==> src/rtl/risc_cpu_top.sv <==
// VeriRISC-style 8-bit accumulator CPU: PC, IR, AC, ALU, unified 32x8 memory
// and an 8-phase sequencing controller. Every instruction takes 8 clocks.

package risc_pkg;
   typedef enum logic [2:0] {
      OP_HLT = 3'd0,
      OP_SKZ = 3'd1,
      OP_ADD = 3'd2,
      OP_AND = 3'd3,
      OP_XOR = 3'd4,
      OP_LDA = 3'd5,
      OP_STO = 3'd6,
      OP_JMP = 3'd7
   } opcode_t;

   typedef enum logic [2:0] {
      PH0, PH1, PH2, PH3, PH4, PH5, PH6, PH7
   } phase_t;
endpackage

module risc_memory #(
   parameter int AWIDTH = 5,
   parameter int DWIDTH = 8
) (
   input  logic              clk,
   input  logic              rd,
   input  logic              wr,
   input  logic [AWIDTH-1:0] addr,
   input  logic [DWIDTH-1:0] wdata,
   output logic [DWIDTH-1:0] rdata
);
   logic [DWIDTH-1:0] array [0:2**AWIDTH-1];

   // NOTE: storage deliberately has no reset so the program survives a CPU reset.
   always_ff @(posedge clk) begin
      if (wr) array[addr] <= wdata;
   end

   assign rdata = rd ? array[addr] : '0;
endmodule

module risc_controller
   import risc_pkg::*;
(
   input  logic    clk,
   input  logic    rst,
   input  opcode_t opcode,
   input  logic    zero,
   output logic    sel,
   output logic    rd,
   output logic    ld_ir,
   output logic    inc_pc,
   output logic    halt,
   output logic    ld_pc,
   output logic    data_e,
   output logic    ld_ac,
   output logic    wr
);
   phase_t phase, phase_next;
   logic   alu_op;

   // NOTE: sequential state uses non-blocking assignments; combinational logic uses blocking.
   always_ff @(posedge clk or negedge rst) begin
      if (!rst) phase <= PH0;
      else      phase <= phase_next;
   end

   // NOTE: every output gets a default first so no latch is inferred.
   always_comb begin
      sel    = 1'b0;
      rd     = 1'b0;
      ld_ir  = 1'b0;
      inc_pc = 1'b0;
      halt   = 1'b0;
      ld_pc  = 1'b0;
      data_e = 1'b0;
      ld_ac  = 1'b0;
      wr     = 1'b0;
      alu_op = opcode inside {OP_ADD, OP_AND, OP_XOR, OP_LDA};
      case (phase)
         PH0: sel = 1'b1;
         PH1: begin
            sel = 1'b1;
            rd  = 1'b1;
         end
         PH2, PH3: begin
            sel   = 1'b1;
            rd    = 1'b1;
            ld_ir = 1'b1;
         end
         PH4: begin
            inc_pc = 1'b1;
            halt   = (opcode == OP_HLT);
         end
         PH5: rd = alu_op;
         PH6: begin
            rd     = alu_op;
            inc_pc = (opcode == OP_SKZ) && zero;
            ld_pc  = (opcode == OP_JMP);
            data_e = (opcode == OP_STO);
         end
         PH7: begin
            rd     = alu_op;
            ld_ac  = alu_op;
            inc_pc = (opcode == OP_JMP);
            ld_pc  = (opcode == OP_JMP);
            wr     = (opcode == OP_STO);
            data_e = (opcode == OP_STO);
         end
      endcase
      // Freezing the sequencer on HLT keeps halt asserted until reset.
      phase_next = halt ? phase : phase_t'(phase + 3'd1);
   end
endmodule

module risc_cpu_top
   import risc_pkg::*;
#(
   parameter int AWIDTH = 5,
   parameter int DWIDTH = 8
) (
   input  logic clk,
   input  logic rst,
   output logic halt
);
   logic [AWIDTH-1:0] pc_addr, ir_addr, mem_addr;
   logic [DWIDTH-1:0] ir, ac, alu_out, mem_rdata, data_bus;
   opcode_t           opcode;
   logic              zero;
   logic              sel, rd, ld_ir, inc_pc, ld_pc, data_e, ld_ac, wr;

   assign ir_addr  = ir[AWIDTH-1:0];
   assign opcode   = opcode_t'(ir[DWIDTH-1:AWIDTH]);
   assign zero     = (ac == '0);
   assign mem_addr = sel ? pc_addr : ir_addr;
   assign data_bus = data_e ? ac : mem_rdata;

   risc_memory #(.AWIDTH(AWIDTH), .DWIDTH(DWIDTH)) memory_inst (
      .clk   (clk),
      .rd    (rd),
      .wr    (wr),
      .addr  (mem_addr),
      .wdata (data_bus),
      .rdata (mem_rdata)
   );

   risc_controller controller_inst (
      .clk    (clk),
      .rst    (rst),
      .opcode (opcode),
      .zero   (zero),
      .sel    (sel),
      .rd     (rd),
      .ld_ir  (ld_ir),
      .inc_pc (inc_pc),
      .halt   (halt),
      .ld_pc  (ld_pc),
      .data_e (data_e),
      .ld_ac  (ld_ac),
      .wr     (wr)
   );

   // A jump load wins over the increment in the same cycle.
   always_ff @(posedge clk or negedge rst) begin
      if (!rst)        pc_addr <= '0;
      else if (ld_pc)  pc_addr <= ir_addr;
      else if (inc_pc) pc_addr <= pc_addr + AWIDTH'(1);
   end

   always_ff @(posedge clk or negedge rst) begin
      if (!rst)       ir <= '0;
      else if (ld_ir) ir <= data_bus;
   end

   always_ff @(posedge clk or negedge rst) begin
      if (!rst)       ac <= '0;
      else if (ld_ac) ac <= alu_out;
   end

   always_comb begin
      case (opcode)
         OP_ADD:  alu_out = ac + data_bus;
         OP_AND:  alu_out = ac & data_bus;
         OP_XOR:  alu_out = ac ^ data_bus;
         OP_LDA:  alu_out = data_bus;
         default: alu_out = ac;
      endcase
   end
endmodule

==> config.mk <==
export PLATFORM = sky130hd
export DESIGN_NAME = risc_cpu_top
export DESIGN_NICKNAME = d
export VERILOG_FILES = /design/src/rtl/risc_cpu_top.sv
export SDC_FILE = /design/constraint.sdc
export NUM_CORES = 1
export LEC_CHECK = 0
export ABC_AREA = 0
export CAP_MARGIN = 20
export CELL_PAD_IN_SITES_DETAIL_PLACEMENT = 0
export CELL_PAD_IN_SITES_GLOBAL_PLACEMENT = 1
export CORE_AREA = 5 5 164 166
export CTS_CLUSTER_DIAMETER = 80
export DETAILED_ROUTE_END_ITERATION = 10
export DIE_AREA = 0 0 169 171
export GPL_TIMING_DRIVEN = 0
export PLACE_DENSITY = 0.84
export SYNTH_ARGS = -nofsm -noshare
export SYNTH_HDL_FRONTEND = slang
export SYNTH_SLANG_ARGS = --single-unit
==> constraint.sdc <==
create_clock -name clk -period 7 [get_ports clk]
set_clock_uncertainty 0.1 [all_clocks]
set_input_delay 1.05 -clock clk [delete_from_list [all_inputs] [get_ports clk]]
set_output_delay 1.05 -clock clk [all_outputs]
set_load 0.03 [all_outputs]
==> key figures <==
Status
  – Outcome: complete, no violations

Power
  – Pleak: 5.50 nW
  – Peak VDD IR: roughly 220 µV
  – Pwr/cell area: 223 nW/µm²

Timing
  – Final setup viols: 0
  – Fin. max-slew vios: 0
  – F_max: about 0.15 GHz
  – Post-route setup slack: around 0.34 ns
  – Unrepaired setup endpoints after global routing: false
  – Final Cycle Share: about 95%
  – Tightest Pin Transition: ~1.1 ns
  – Worst Hold Slack: 0.457 ns
  – Final hold vios: 0
  – Sum Neg Setup Slack: 0 ns
  – Max_slew headroom: roughly 22%
  – Final min period: roughly 6.7 ns

Worst setup path
  – Crit-path most repeated cell: ha_1
  – Top delay family on crit path: compound AO/OA/AOI/OAI gates
  – Crit path kind: reg -> reg
  – Cells on worst reg2reg path: 21
  – Crit path buf inv count: 3
  – Slowest CP cell: nand2b_1
  – Worst setup SP type: register
  – Critical-path maximum fanout: 16
  – Cell depth of the worst setup path: 21
  – CP Cell Sequence: ha_1 > ha_1 > nor4_2 > o21ai_1 > nand2_1 > buf_2 > buf_4 > buf_2 > nand2_1 > a31oi_1 > o2111ai_1 > nor4_2 > nand2b_1 > ha_1 > a21oi_1 > o21bai_1 > a21o_1 > a21oi_1 > xnor2_1 > a221oi_1 > nor2_1
  – Internal reg-to-reg setup slack: between 0.3 and 0.4 ns
  – Worst Path Required: 7.35 ns
  – CP peak stage delay: around 0.75 ns
  – Critical path capture point type: register
  – Worst EP arrival: ~7 ns

Placement
  – Placement Setup Slack: roughly 0.56 ns
  – HPWL after DPL: between 20000 and 30000 µm
  – Dpl cell area: between 10000 and 15000 µm²
  – Number of port buffers: 2
  – Gpl congestion: around 1

Synthesis
  – Largest family of logic cells by synthesized area: compound AO/OA/AOI/OAI gates
  – Synth Area in Simple Gates: 13.3%
  – Post-synth top area cell: edfxtp_1
  – Syn Inst Count: 1030
  – Warnings, synthesis: 0
  – Synth cell types: 92
  – Register area share after synthesis: a little over three fifths
  – Xor-xnor portion of the synthesized cell area: less than 1%
  – #FFs+latches synth: 280
  – Mux cell area share after synthesis: 4.31%
  – Largest cells by area after synthesis: edfxtp_1 (59%), dfrtp_1 (4.6%), nand2_1 (3.5%)
  – Mapped Area: roughly 13000 µm²
  – Syn Area/Cell: 12.7 µm²
  – Asr flop ratio synth: 8.57%
  – Synth Flop Type: edfxtp_1
  – Compound-gate portion of the synthesized area: 13.5%
  – Post-Syn Nets: around 1000
  – Synth Area in Adders: between 1.5 and 2%
  – Top cell type's share of synthesized area: 58.7%
  – Number of enable flip-flop cells after synthesis: around 260

Clock tree
  – Post-CTS Setup Inserts: 0
  – CTS tree: built
  – Clock Sinks: 280
  – Clock transition at the registers of the reported paths: roughly 0.06 ns
  – Worst-Skew Late Latency: 0.57 ns
  – Number of gates resized after cts: 0
  – CTS root buf: clkbuf_16
  – H-tree depth: 1
  – TritonCTS Buffers: 29
  – Longest Clk Path Bufs: 3
  – Hold bufs inserted after CTS: 0

Floorplanning
  – Site Rows: a little under 60
  – Die X: roughly 170 µm
  – Io pins: 3
  – Core ar.: 25500 µm²
  – Die ar.: roughly 29000 µm²
  – Initial Utilization: roughly half
  – DIE HEIGHT: approximately 170 µm

Route
  – Routed vias/inst: 6.75
  – DRT iter0 DRCs: 1698
  – Final wirelength: 42500 µm
  – # DRC: 0
  – Pre-Repair DR Iteration Count: 8
  – Antenna viol nets, final: 0
  – Drt wl/cell: roughly 30 µm
  – Routed vias: 9687

Global routing
  – Initial antenna violation count: 0
  – Congestion Overflow GR: 0
  – Maximum number of pins on one net before global-route repair: 25
  – GRT Util Overall: 29.3%
  – Vias in the first global route: just over 9000
  – First-pass GRT wire length: 62300 µm

Run
  – Total of max-cap violations: 0

Hold path
  – Hold path depth: 1
  – Min-delay worst type: reg -> reg

Final layout
  – Area grow syn2layout: 11.9%
  – Most frequent cells in the layout: edfxtp_1 (256), nand2_1 (122), nor2_1 (57)
  – Share of post-route cells with drive strength above 1: 12.6%
  – Commonest non-fill, non-tap cell in the layout: edfxtp_1
  – Design Area, Final: between 10000 and 15000 µm²
  – Nets: between 1000 and 1500
==> cells in the mapped netlist, drive strengths merged (5+ instances only) <==
| master | instances |
|---|---|
| buf | 41 |
| nor2 | 60 |
| nor4 | 7 |
| o21ai | 46 |
| a2111oi | 24 |
| o31ai | 6 |
| a221oi | 6 |
| mux2 | 14 |
| a211o | 5 |
| nand3 | 48 |
| mux2i | 38 |
| xnor2 | 6 |
| clkbuf | 29 |
| inv | 15 |
| or3 | 5 |
| nand4 | 6 |
| and3 | 43 |
| nor3 | 13 |
| ha | 16 |
| dfrtp | 24 |
| edfxtp | 256 |
| a31oi | 27 |
| nand2 | 123 |
| o2111ai | 5 |
| nand2b | 15 |
| a22oi | 6 |
| a32oi | 6 |
| a211oi | 25 |
| a21oi | 36 |
| and2 | 8 |
==> flip-flops by register name, summed over array words and instances (netlist names) <==
signal	count
controller_inst.phase	3
ac	8
ir	8
memory_inst.array	256
pc_addr	5
==> through the flow <==
step	util (%)	instances	power [mW]
6_report	57.6	1436	3.26
3_3_place_gp	53.2	1367	1.84
3_5_place_dp	54.1	1379	1.84
5_1_grt	57.6	1434	3.34
2_1_floorplan	-	1030	1.83
4_1_cts	57.5	1433	3.26
==> worst reg2reg max path: stages (launching register included) <==
cell	delay, ns
dfrtp_1	0.43
ha_1	0.25
ha_1	0.26
nor4_2	0.61
o21ai_1	0.35
nand2_1	0.16
buf_2	0.26
buf_4	0.29
buf_2	0.39
nand2_1	0.10
a31oi_1	0.45
o2111ai_1	0.27
nor4_2	0.34
nand2b_1	0.75
ha_1	0.42
a21oi_1	0.17
o21bai_1	0.12
a21o_1	0.20
a21oi_1	0.19
xnor2_1	0.08
a221oi_1	0.30
nor2_1	0.07
==> cell families (layout without fill, tap and decap cells) <==
| family | count (synthesis) | count (layout) |
|---|---|---|
| other | 0 | 2 |
| and+or+nand+nor | 348 | 348 |
| adders and majority gates | 17 | 17 |
| AOI/OAI and AO/OA | 238 | 238 |
| buffers and inverters | 86 | 155 |
| DFF | 280 | 280 |
| muxes | 53 | 53 |
| xor gates and xnor gates | 8 | 8 |
==> per-layer routing <==
| layer | wire, µm | part of all wire (%) | up-vias | track usage (%) |
|---|---|---|---|---|
| li1 | - | - | 4088 | - |
| met4 | 2100 | 4.9 | 0 | 10.4 |
| met3 | 5340 | 13 | 146 | 7.09 |
| met5 | 0 | 0 | - | 0 |
| met1 | 16200 | 38 | 4727 | 40.7 |
| met2 | 18900 | 44 | 726 | 45.6 |
==> layout make-up <==
class / count / area, µm²
Clock inverter: 17 / 126
Clock buffer: 37 / 756
Inverter: 16 / 60.1
Tap cell: 335 / 419
Fill cell: 2092 / 10800
Antenna cell: 2 / 5.00
Sequential cell: 280 / 8290
Buffer: 70 / 387
Timing Repair Buffer: 15 / 244
Multi-Input combinational cell: 664 / 4380
==> final timing paths <==
kind                                                from                        to
worst max register to register  controller_inst.phase[0]                     ac[6]
worst min-delay path            controller_inst.phase[0]  controller_inst.phase[0]
worst min register to register  controller_inst.phase[0]  controller_inst.phase[0]
min in group asynchronous                            rst                pc_addr[1]
max in group asynchronous                            rst                     ac[6]
worst max-delay path            controller_inst.phase[0]                     ac[6]
==> where the power goes <==
part	internal (mW)	switching, mW
logic	0.00204	0.00326
registers	1.80	0
clock network	0.803	0.657
total	2.60	0.661
Power figures use the tool's default switching activity.
